File: config.mk
export PLATFORM = sky130hd
export DESIGN_NAME = player_motion_ctrl_flat
export DESIGN_NICKNAME = d
export VERILOG_FILES = /design/src/rtl/player_motion_ctrl_pkg.sv /design/src/rtl/player_motion_ctrl_if.sv /design/src/rtl/button_sync.sv /design/src/rtl/player_motion_ctrl.sv /design/src/flat_wrapper.sv
export SDC_FILE = /design/constraint.sdc
export NUM_CORES = 1
export LEC_CHECK = 0
export ABC_AREA = 0
export CAP_MARGIN = 10
export CORE_ASPECT_RATIO = 1.25
export CORE_MARGIN = 2
export CORE_UTILIZATION = 40
export CTS_BUF_LIST = sky130_fd_sc_hd__clkbuf_4
export DETAILED_ROUTE_END_ITERATION = 8
export HOLD_SLACK_MARGIN = 0.15
export PLACE_DENSITY = 0.69
export REMOVE_ABC_BUFFERS = 1
export SLEW_MARGIN = 20
export SYNTH_ARGS = -nofsm -noshare
export SYNTH_HDL_FRONTEND = slang
export SYNTH_SLANG_ARGS = --single-unit
File: constraint.sdc
create_clock -name clk -period 4 [get_ports clk]
set_input_delay 1.2 -clock clk [delete_from_list [all_inputs] [get_ports clk]]
set_output_delay 1.2 -clock clk [all_outputs]
set_load 0.05 [all_outputs]
File: src/rtl/player_motion_ctrl_pkg.sv
// Shared definitions for the player / maze blocks.
//   - PMC_* state encodings of player_motion_ctrl (legacy 2-bit codes)
//   - default rotate divider and collision-query timeout
//   - width of the forward-move counter
package player_motion_ctrl_pkg;

    localparam logic [1:0] PMC_IDLE   = 2'd0;
    localparam logic [1:0] PMC_ROTATE = 2'd1;
    localparam logic [1:0] PMC_CHECK  = 2'd2;
    localparam logic [1:0] PMC_MOVE   = 2'd3;

    localparam int unsigned PMC_ROT_DIV_DEF = 4;
    localparam int unsigned PMC_TIMEOUT_DEF = 64;
    localparam int unsigned PMC_MOVE_W      = 16;

endpackage

File: src/rtl/player_motion_ctrl_if.sv
// Collision query handshake between player_motion_ctrl and the maze lookup.
//   coll_req      request, held high until acknowledged or timed out
//   coll_ack      one-cycle acknowledge
//   coll_blocked  result, valid only while coll_ack is high
// master: the requester (player_motion_ctrl); slave: the maze lookup.
interface player_motion_ctrl_if;

    logic coll_req;
    logic coll_ack;
    logic coll_blocked;

    modport master (
        output coll_req,
        input  coll_ack,
        input  coll_blocked
    );

    modport slave (
        input  coll_req,
        output coll_ack,
        output coll_blocked
    );

endinterface

File: src/rtl/button_sync.sv
// Parameterised-width two-flop synchronizer for asynchronous levels.
//   clk     system clock
//   resetn  asynchronous active-low reset (outputs reset to 0)
//   d       raw asynchronous levels
//   q       levels synchronized to clk, two cycles late
module button_sync #(
    parameter int unsigned WIDTH = 2
) (
    input  logic             clk,
    input  logic             resetn,
    input  logic [WIDTH-1:0] d,
    output logic [WIDTH-1:0] q
);

    logic [WIDTH-1:0] meta_q;
    logic [WIDTH-1:0] sync_q;

    always_ff @(posedge clk or negedge resetn) begin
        if (!resetn) begin
            meta_q <= '0;
            sync_q <= '0;
        end else begin
            meta_q <= d;
            sync_q <= meta_q;
        end
    end

    assign q = sync_q;

endmodule

File: src/rtl/player_motion_ctrl.sv
// Frame-paced sequencer turning the forward / rotate buttons into one-cycle
// strobes for player_register. Rotate steps issue at once; forward steps only
// after the maze lookup reports the path clear.
//   clk, resetn             clock, asynchronous active-low reset
//   enable                  gate for new frame ticks (only checked in IDLE)
//   frame_tick              one-cycle pulse per video frame
//   btn_forward, btn_rotate raw asynchronous button levels
//   coll                    collision query handshake (master side)
//   forward, rotate         one-cycle strobes
//   busy                    high while the sequencer is not IDLE
//   move_count              forward strobes issued, saturating
//   timeout_err             sticky: a collision query timed out
//   overrun_err             sticky: a frame tick arrived while busy
//   clear_err               synchronous clear of both sticky flags
module player_motion_ctrl
    import player_motion_ctrl_pkg::*;
#(
    parameter int unsigned ROT_DIV = PMC_ROT_DIV_DEF,
    parameter int unsigned TIMEOUT = PMC_TIMEOUT_DEF,
    parameter int unsigned MOVE_W  = PMC_MOVE_W
) (
    input  logic                clk,
    input  logic                resetn,
    input  logic                enable,
    input  logic                frame_tick,
    input  logic                btn_forward,
    input  logic                btn_rotate,
    player_motion_ctrl_if.master coll,
    output logic                forward,
    output logic                rotate,
    output logic                busy,
    output logic [MOVE_W-1:0]   move_count,
    output logic                timeout_err,
    output logic                overrun_err,
    input  logic                clear_err
);

    localparam int unsigned ROT_W  = (ROT_DIV > 1) ? $clog2(ROT_DIV) : 1;
    localparam int unsigned WAIT_W = (TIMEOUT > 1) ? $clog2(TIMEOUT) : 1;
    localparam logic [ROT_W-1:0]  ROT_LAST  = ROT_W'(ROT_DIV - 1);
    localparam logic [WAIT_W-1:0] WAIT_LAST = WAIT_W'(TIMEOUT - 1);

    logic [1:0] btn_s;
    logic       fwd_s;
    logic       rot_s;

    button_sync #(
        .WIDTH (2)
    ) u_button_sync (
        .clk    (clk),
        .resetn (resetn),
        .d      ({btn_rotate, btn_forward}),
        .q      (btn_s)
    );

    assign fwd_s = btn_s[0];
    assign rot_s = btn_s[1];

    logic [1:0]        state_q, state_d;
    logic              fwd_q, fwd_d;
    logic [ROT_W-1:0]  rot_cnt_q, rot_cnt_d;
    logic [WAIT_W-1:0] wait_cnt_q, wait_cnt_d;
    logic [MOVE_W-1:0] move_count_q, move_count_d;
    logic              timeout_err_q, timeout_err_d;
    logic              overrun_err_q, overrun_err_d;
    logic              coll_req_q, forward_q, rotate_q, busy_q;

    logic tick_acc;
    logic rot_due;
    logic timeout_set;
    logic overrun_set;

    assign tick_acc    = frame_tick && enable && (state_q == PMC_IDLE);
    // The synchronized rotate level is the value captured on this tick.
    assign rot_due     = rot_s && (rot_cnt_q == '0);
    // Ticks masked by enable only happen in IDLE, so they never land here.
    assign overrun_set = frame_tick && (state_q != PMC_IDLE);

    always_comb begin
        state_d     = state_q;
        fwd_d       = fwd_q;
        rot_cnt_d   = rot_cnt_q;
        wait_cnt_d  = '0;
        timeout_set = 1'b0;

        case (state_q)
            PMC_IDLE: begin
                if (tick_acc) begin
                    fwd_d = fwd_s;
                    if (!rot_s) begin
                        rot_cnt_d = '0;
                    end else if (rot_cnt_q == ROT_LAST) begin
                        rot_cnt_d = '0;
                    end else begin
                        rot_cnt_d = rot_cnt_q + 1'b1;
                    end
                    // Rotate first so the forward step uses the new heading.
                    if (rot_due) begin
                        state_d = PMC_ROTATE;
                    end else if (fwd_s) begin
                        state_d = PMC_CHECK;
                    end
                end
            end
            PMC_ROTATE: begin
                state_d = fwd_q ? PMC_CHECK : PMC_IDLE;
            end
            PMC_CHECK: begin
                // An ack on the final wait cycle still wins over the timeout.
                if (coll.coll_ack) begin
                    state_d = coll.coll_blocked ? PMC_IDLE : PMC_MOVE;
                end else if (wait_cnt_q == WAIT_LAST) begin
                    state_d     = PMC_IDLE;
                    timeout_set = 1'b1;
                end else begin
                    wait_cnt_d = wait_cnt_q + 1'b1;
                end
            end
            PMC_MOVE: begin
                state_d = PMC_IDLE;
            end
            default: begin
                state_d = PMC_IDLE;
            end
        endcase
    end

    always_comb begin
        move_count_d = move_count_q;
        if ((state_d == PMC_MOVE) && (move_count_q != {MOVE_W{1'b1}})) begin
            move_count_d = move_count_q + 1'b1;
        end
    end

    // A set on the same cycle as a clear leaves the flag set.
    assign timeout_err_d = timeout_set || (timeout_err_q && !clear_err);
    assign overrun_err_d = overrun_set || (overrun_err_q && !clear_err);

    // Outputs are registered from the next state so they line up with it.
    always_ff @(posedge clk or negedge resetn) begin
        if (!resetn) begin
            state_q       <= PMC_IDLE;
            fwd_q         <= 1'b0;
            rot_cnt_q     <= '0;
            wait_cnt_q    <= '0;
            move_count_q  <= '0;
            timeout_err_q <= 1'b0;
            overrun_err_q <= 1'b0;
            coll_req_q    <= 1'b0;
            forward_q     <= 1'b0;
            rotate_q      <= 1'b0;
            busy_q        <= 1'b0;
        end else begin
            state_q       <= state_d;
            fwd_q         <= fwd_d;
            rot_cnt_q     <= rot_cnt_d;
            wait_cnt_q    <= wait_cnt_d;
            move_count_q  <= move_count_d;
            timeout_err_q <= timeout_err_d;
            overrun_err_q <= overrun_err_d;
            coll_req_q    <= (state_d == PMC_CHECK);
            forward_q     <= (state_d == PMC_MOVE);
            rotate_q      <= (state_d == PMC_ROTATE);
            busy_q        <= (state_d != PMC_IDLE);
        end
    end

    assign coll.coll_req = coll_req_q;
    assign forward       = forward_q;
    assign rotate        = rotate_q;
    assign busy          = busy_q;
    assign move_count    = move_count_q;
    assign timeout_err   = timeout_err_q;
    assign overrun_err   = overrun_err_q;

endmodule

File: src/flat_wrapper.sv
// flat-port wrapper written by rule: the top's interface ports become plain ports
module player_motion_ctrl_flat import player_motion_ctrl_pkg::*;
#(
    parameter int unsigned ROT_DIV = PMC_ROT_DIV_DEF,
    parameter int unsigned TIMEOUT = PMC_TIMEOUT_DEF,
    parameter int unsigned MOVE_W  = PMC_MOVE_W
)
  (clk, resetn, enable, frame_tick, btn_forward, btn_rotate, forward, rotate, busy, move_count, timeout_err, overrun_err, clear_err, coll_coll_req, coll_coll_ack, coll_coll_blocked);
  player_motion_ctrl_if coll_i ();
  input  logic clk;
  input  logic resetn;
  input  logic enable;
  input  logic frame_tick;
  input  logic btn_forward;
  input  logic btn_rotate;
  output logic forward;
  output logic rotate;
  output logic busy;
  output logic [MOVE_W-1:0] move_count;
  output logic timeout_err;
  output logic overrun_err;
  input  logic clear_err;
  output wire logic [$bits(coll_i.coll_req)-1:0] coll_coll_req;
  input wire logic [$bits(coll_i.coll_ack)-1:0] coll_coll_ack;
  input wire logic [$bits(coll_i.coll_blocked)-1:0] coll_coll_blocked;
  assign coll_coll_req = coll_i.coll_req;
  assign coll_i.coll_ack = coll_coll_ack;
  assign coll_i.coll_blocked = coll_coll_blocked;
  player_motion_ctrl #(.ROT_DIV(ROT_DIV), .TIMEOUT(TIMEOUT), .MOVE_W(MOVE_W)) u_core (.clk(clk), .resetn(resetn), .enable(enable), .frame_tick(frame_tick), .btn_forward(btn_forward), .btn_rotate(btn_rotate), .coll(coll_i), .forward(forward), .rotate(rotate), .busy(busy), .move_count(move_count), .timeout_err(timeout_err), .overrun_err(overrun_err), .clear_err(clear_err));
endmodule
==> results of run 1 <==
state kept, by name, summed over array words and instances, names as in the netlist, 2 cells and up:
signal	cells
u_core.rot_cnt_q	2
u_core.state_q	2
u_core.wait_cnt_q	6
u_core.move_count	16
u_core.u_button_sync.q	2
u_core.u_button_sync.meta_q	2
cells in the final DEF (no fill, tap or decap), drive strengths merged, types with 2 or more instances in the layout:
master         instances
dfrtp                 37
clkdlybuf4s50         30
nor2                   9
nand3                  9
xor2                   8
inv                    7
nand2                  7
xnor2                  7
o21ai                  6
nand4                  6
and3                   5
clkbuf                 5
a21oi                  4
ha                     4
nor3                   3
mux2                   3
or2                    2
nand2b                 2
and4                   2
o211ai                 2
clkinv                 2
nor4                   2
metrics by stage:
stage | hold WS [ns] | power, mW | instance area, µm² | std cells
after CTS | 0.3520 | 1.005 | 2048 | 232
after detailed placement | 0.3395 | 0.8185 | 1993 | 224
after global placement | 0.3336 | 0.8090 | 1993 | 224
after global routing | 0.3718 | 1.059 | 2048 | 232
after floorplan | 0.3312 | 0.6990 | 1618 | 139
final | 0.3512 | 0.9887 | 2048 | 232
worst register-to-register path, stage by stage, from the launching register on:
cell and delay [ns]:
dfrtp_1 0.43, nand4bb_1 0.48, nor4_4 0.55, nand4_1 0.16, mux2_1 0.33
metal layers:
metal | GRT usage [%] | up-vias | share of wire, %
met4 | 6.763 | 0 | 1.8
met5 | 0 | - | 0
li1 | - | 580 | -
met3 | 4.924 | 5 | 5.5
met1 | 18.87 | 555 | 45
met2 | 25.77 | 31 | 48
power groups by stage:
stage / combinational [mW] / clock (mW) / sequential (mW)
after floorplan: 0.102 / 0 / 0.597
after detailed placement: 0.329 / 0 / 0.489
after CTS: 0.330 / 0.193 / 0.481
after global placement: 0.323 / 0 / 0.486
final: 0.325 / 0.185 / 0.479
after global routing: 0.356 / 0.215 / 0.489
cell type report:
type,instances,area share (%)
Sequential cell,37,45.20
Clock buffer,5,1.833
Clock inverter,3,0.8552
Multi-Input combinational cell,95,32.50
Tap cell,54,3.299
Timing Repair Buffer,31,15.03
Inverter,7,1.283
worst min path at each step:
stage | slack (ns) | endpoint | depth (start not counted)
2_1_floorplan | 0.33 | u_core.u_button_sync.q[0] | 0
3_3_place_gp | 0.33 | u_core.u_button_sync.q[1] | 0
3_5_place_dp | 0.34 | u_core.u_button_sync.q[1] | 0
4_1_cts | 0.35 | u_core.u_button_sync.q[1] | 0
6_report | 0.35 | u_core.u_button_sync.q[1] | 0
5_1_grt | 0.37 | u_core.u_button_sync.q[1] | 0
cells by family (layout without fill, tap and decap cells):
group | count (synthesis) | count (layout) | share of synthesized area, %
DFF | 37 | 37 | 56.84
muxes | 3 | 3 | 2.074
AOI/OAI and AO/OA | 19 | 19 | 7.911
and+or+nand+nor | 54 | 54 | 19.74
xor gates and xnor gates | 15 | 15 | 8.065
buffers and inverters | 8 | 46 | 2.304
adders and majority gates | 4 | 4 | 3.072
==> reports/qor.yml, run 1 <==
run_status:
  status: "completed"
route:
  drt-initial-drc-count: 33
  ant_nets: 0
  viasPerCell: 5.047
  vias: 1171
  dr.pass1.iters: 4
  drc: 0
  wirelength_um: 2998
  wl_per_cell_um: 12.92
clocking:
  cts_tree: "built"
  postCtsResizedCells: 0
  cts_made_buffers: 5
  clk_latency_ns: 0.33
  path_clk_slew_ns: 0.11
  h-tree-depth: 2
  cts_setup_buffers: 0
  clockRootBuffer: "clkbuf_4"
  clock_path_buffers: 2
  cts_hold_buf: 0
  cts_sinks: 37
placed_design:
  io_buffers: 30
  place_ws_ns: 0.6883
  gp_congestion: 0.8313
  dp_hpwl_um: 2268
grt:
  antenna_found_initial: 0
  grt-ovfl-total: 0
  grt_pass1_vias: 1232
  grt_usage_pct: 15.70
  grt_first_pass_wirelength_um: 5292
  grt_max_degree: 38
finish:
  diodes: 0
  final_layout_size_suffix_gt1_share_pct: 8.989
  final_core_util_pct: 53.24
  regArea_um2: 925.9
  multi_input_area_um2: 665.6
  fillers: 352
  final_nets: 190
  area_delta_synth_final_pct: 25.73
critical_path:
  crit_path_top_delay_cell: "nor4_4"
  path_delay_family: "simple AND/OR/NAND/NOR gates"
  cpPeakStageDelay_ns: 0.55
  cp.required_ns: 4.22
  critical_path.endpoint: "u_core.move_count[15]"
  r2r-start: "u_core.state_q[0]"
  crit_type: "in2reg"
  r2r_end: "u_core.move_count[15]"
  arrival_ns: 3.18
  crit_cells: 5
  path_cells: "clkdlybuf4s50_1, nand4bb_1, nor4_4, nand4_1, mux2_1"
  path_max_fanout: 9
  cp-start-kind: "primary input"
  ff2ff_path_depth: 4
  path_buf_inv: 1
  cp-startpoint: "coll_coll_ack"
  cp-end-kind: "flop"
  reg2reg_slack_ns: 1.94
floorplan:
  core_region_area_um2: 3847
  die_w_um: 61.08
  core.rowCount: 25
  start_util_pct: 42.34
  die_h_um: 75.35
  die_area_um2: 4602
  io_pins: 31
timing:
  timing.final.crit_share_pct: 74.01
  fmax_mhz: 337.8
  hold_viol_final: 0
  slew_violations: 0
  min_period_ns: 2.960
  clock_skew_ns: 0.007204
  setup_viol_count_final: 0
  timing.final.ws_setup_ns: 1.040
  rsz0062_at_grt: "false"
  setup_tns_ns: 0
  worst_pin_slew_ns: 0.5157
  maxSlewHeadroom_pct: 65.51
yosys:
  yosysSeqAreaShare_pct: 56.84
  synth_warnings: 0
  postSynthCellCount: 140
  synth_top_cell_by_area: "dfrtp_1"
  netlist_area_um2: 1629
  ys.flop_type: "dfrtp_1"
  synth.most_common_cell: "dfrtp_1"
  synthDistinctLibCells: 36
  synth_area_leaders: "dfrtp_1 (57%), xor2_1 (4.3%), xnor2_1 (3.8%), ha_1 (3.1%), nand3_1 (2.8%)"
  syn_area_per_cell_um2: 11.64
  yosys.area.top_type_share_pct: 56.84
  async_flop_share_pct: 100.0
  ys_ff_latch: 37
  synth_common_cells: "dfrtp_1 (37), nand3_1 (9), nor2_1 (9), xor2_1 (8)"
  synth-edff-count: 0
power_and_ir_drop:
  sw_frac_of_total_pct: 37.78
  sequentialPowerShare_pct: 48.5
  irDropWorstVdd_mv: 0.1766
  p_int_mw: 0.6152
  comb_power_share_pct: 32.8
  clockPowerShare_pct: 18.7
  p_leak_nw: 0.9191
  p_switching_mw: 0.3735
  power_density_nw_per_um2: 482.7
hold_path:
  hp-class: "reg2reg"
  min_from: "u_core.u_button_sync.meta_q[1]"
run:
  cap_violations: 0
No activity file was read; power rests on OpenSTA's default activity.
==> run 2: changes to the inputs <==
==> constraint.sdc (replaced) <==
create_clock -name clk -period 2.8 [get_ports clk]
set_input_delay 0.84 -clock clk [delete_from_list [all_inputs] [get_ports clk]]
set_output_delay 0.84 -clock clk [all_outputs]
set_load 0.05 [all_outputs]
==> run 2 against run 1 <==
  * Sequential power up 43%
  * Sequential cell count unchanged
  * Total power increased by 52%
  * Sequential share of layout area shrank 0.84 points
  * Critical path depth shrank 4
  * Setup slack got worse by 0.76 ns
  * Largest cell class unchanged
  * Utilization up 1.0 points
  * Largest power group unchanged
==> reports/qor.yml, run 2 (same netlist as run 1, synthesis figures left out) <==
clocking:
  path_clk_slew_ns: 0.11
  cts_setup_buffers: 0
  cts_hold_buf: 0
  h-tree-depth: 2
  clockRootBuffer: "clkbuf_4"
  cts_tree: "built"
  cts_made_buffers: 5
  cts_sinks: 37
  clk_latency_ns: 0.34
  postCtsResizedCells: 0
  clock_path_buffers: 2
timing:
  setup_tns_ns: 0
  hold_viol_final: 0
  timing.final.ws_setup_ns: 0.2774
  setup_viol_count_final: 0
  slew_violations: 0
  fmax_mhz: 396.4
  maxSlewHeadroom_pct: 65.96
  worst_pin_slew_ns: 0.5090
  timing.final.crit_share_pct: 90.09
  rsz0062_at_grt: "false"
  clock_skew_ns: 0.01073
  min_period_ns: 2.523
finish:
  regArea_um2: 925.9
  final_layout_size_suffix_gt1_share_pct: 9.444
  diodes: 0
  largest_reg_flops: 16
  fillers: 361
  area_delta_synth_final_pct: 28.11
  multi_input_area_um2: 665.6
  mostFrequentLayoutCell: "dfrtp_1"
  final_nets: 192
  mostFrequentLayoutCells: "dfrtp_1 (37), clkdlybuf4s50_1 (30), nor2_1 (9), nand3_1 (9), xor2_1 (8)"
placed_design:
  dp_hpwl_um: 2307
  io_buffers: 30
  gp_congestion: 0.8451
  place_ws_ns: 0.1723
run_status:
  status: "completed"
route:
  wl_per_cell_um: 13.38
  wirelength_um: 3132
  wl_met2_um: 1495
  viasPerCell: 5.278
  drt-initial-drc-count: 49
  met1_length_um: 1299
  top_layer: "met4"
  wl_met3_um: 228
  ant_nets: 0
  drc: 0
  dr.pass1.iters: 4
  vias: 1235
grt:
  grt_first_pass_wirelength_um: 5437
  antenna_found_initial: 0
  grt_max_degree: 38
  grt_pass1_vias: 1252
  grt_usage_pct: 16.27
  grt-ovfl-total: 0
floorplan:
  die_h_um: 75.35
  die_w_um: 61.08
  start_util_pct: 42.34
  io_pins: 31
  core.rowCount: 25
  die_area_um2: 4602
  core_region_area_um2: 3847
hold_path:
  min_path_cells: 0
  hp-class: "reg2reg"
  min_from: "u_core.u_button_sync.meta_q[0]"
  hold_path_end: "u_core.u_button_sync.q[0]"
critical_path:
  path_buf_inv: 1
  crit_path_top_delay_cell: "clkdlybuf4s50_1"
  crit_type: "reg2out"
  arrival_ns: 1.68
  r2r-start: "u_core.move_count[0]"
  path_max_fanout: 8
  reg2reg_slack_ns: 0.86
  cpPeakStageDelay_ns: 0.86
  r2r_end: "u_core.move_count[1]"
  ff2ff_path_depth: 5
  path_cells: "clkdlybuf4s50_1"
  cp-start-kind: "flop"
  path_delay_family: "buffers and inverters"
  cp-end-kind: "primary output"
  cp.required_ns: 1.96
power_and_ir_drop:
  power_density_nw_per_um2: 722.3
  irDropWorstVdd_mv: 0.2456
  p_leak_nw: 0.9366
run:
  cap_violations: 0
## run 2: cell count changes in the layout (fill, tap and decap cells not counted), sizes merged
cell,delta
buf,+2
bufinv,+1
clkinv,-1
## run 2: worst max path at each step
stage	from	to	slack, ns	depth (start not counted)
after detailed placement	coll_coll_ack	u_core.move_count[14]	0.17	6
after global routing	u_core.move_count[2]	move_count[2]	0.19	1
after floorplan	coll_coll_blocked	u_core.move_count[15]	0.51	4
after global placement	coll_coll_ack	u_core.move_count[8]	0.25	6
final	u_core.move_count[2]	move_count[2]	0.28	1
after CTS	u_core.move_count[2]	move_count[2]	0.25	1
## run 2: cell type report
class                           count  share of cell area [%]
Clock inverter                      3                   1.978
Timing Repair Buffer               33                   15.47
Sequential cell                    37                   44.36
Multi-Input combinational cell     95                   31.89
Tap cell                           54                   3.237
Clock buffer                        5                   1.799
Inverter                            7                   1.259
## run 2: layer usage
metal	vias up	track usage (%)
li1	580	-
met1	596	18.20
met2	48	26.60
met3	11	5.603
met4	0	9.420
met5	-	0
## run 2: metrics by stage
stage,hold WS (ns),power [mW],utilization [%],instance area (µm²),instances
floorplan,0.3312,0.9986,-,1618,139
global placement,0.3335,1.157,52.20,2008,226
detailed placement,0.3387,1.169,52.20,2008,226
CTS,0.3646,1.533,54.24,2087,234
global route,0.3739,1.597,54.24,2087,234
finish,0.3611,1.507,54.24,2087,234
## run 2: power by group
group,switching (mW),internal (mW)
Clock,0.170,0.185
Sequential,0.0703,0.616
Combinational,0.295,0.171
==> run 3: changes to the inputs <==
--- a/config.mk
+++ b/config.mk
@@ -11,6 +11,7 @@
 export CORE_MARGIN = 2
 export CORE_UTILIZATION = 40
 export CTS_BUF_LIST = sky130_fd_sc_hd__clkbuf_4
+export CTS_CLUSTER_SIZE = 16
 export DETAILED_ROUTE_END_ITERATION = 8
 export HOLD_SLACK_MARGIN = 0.15
 export PLACE_DENSITY = 0.69
==> results of run 3 <==
No change in the layout: final DEF, timing and power equal those of run 2.
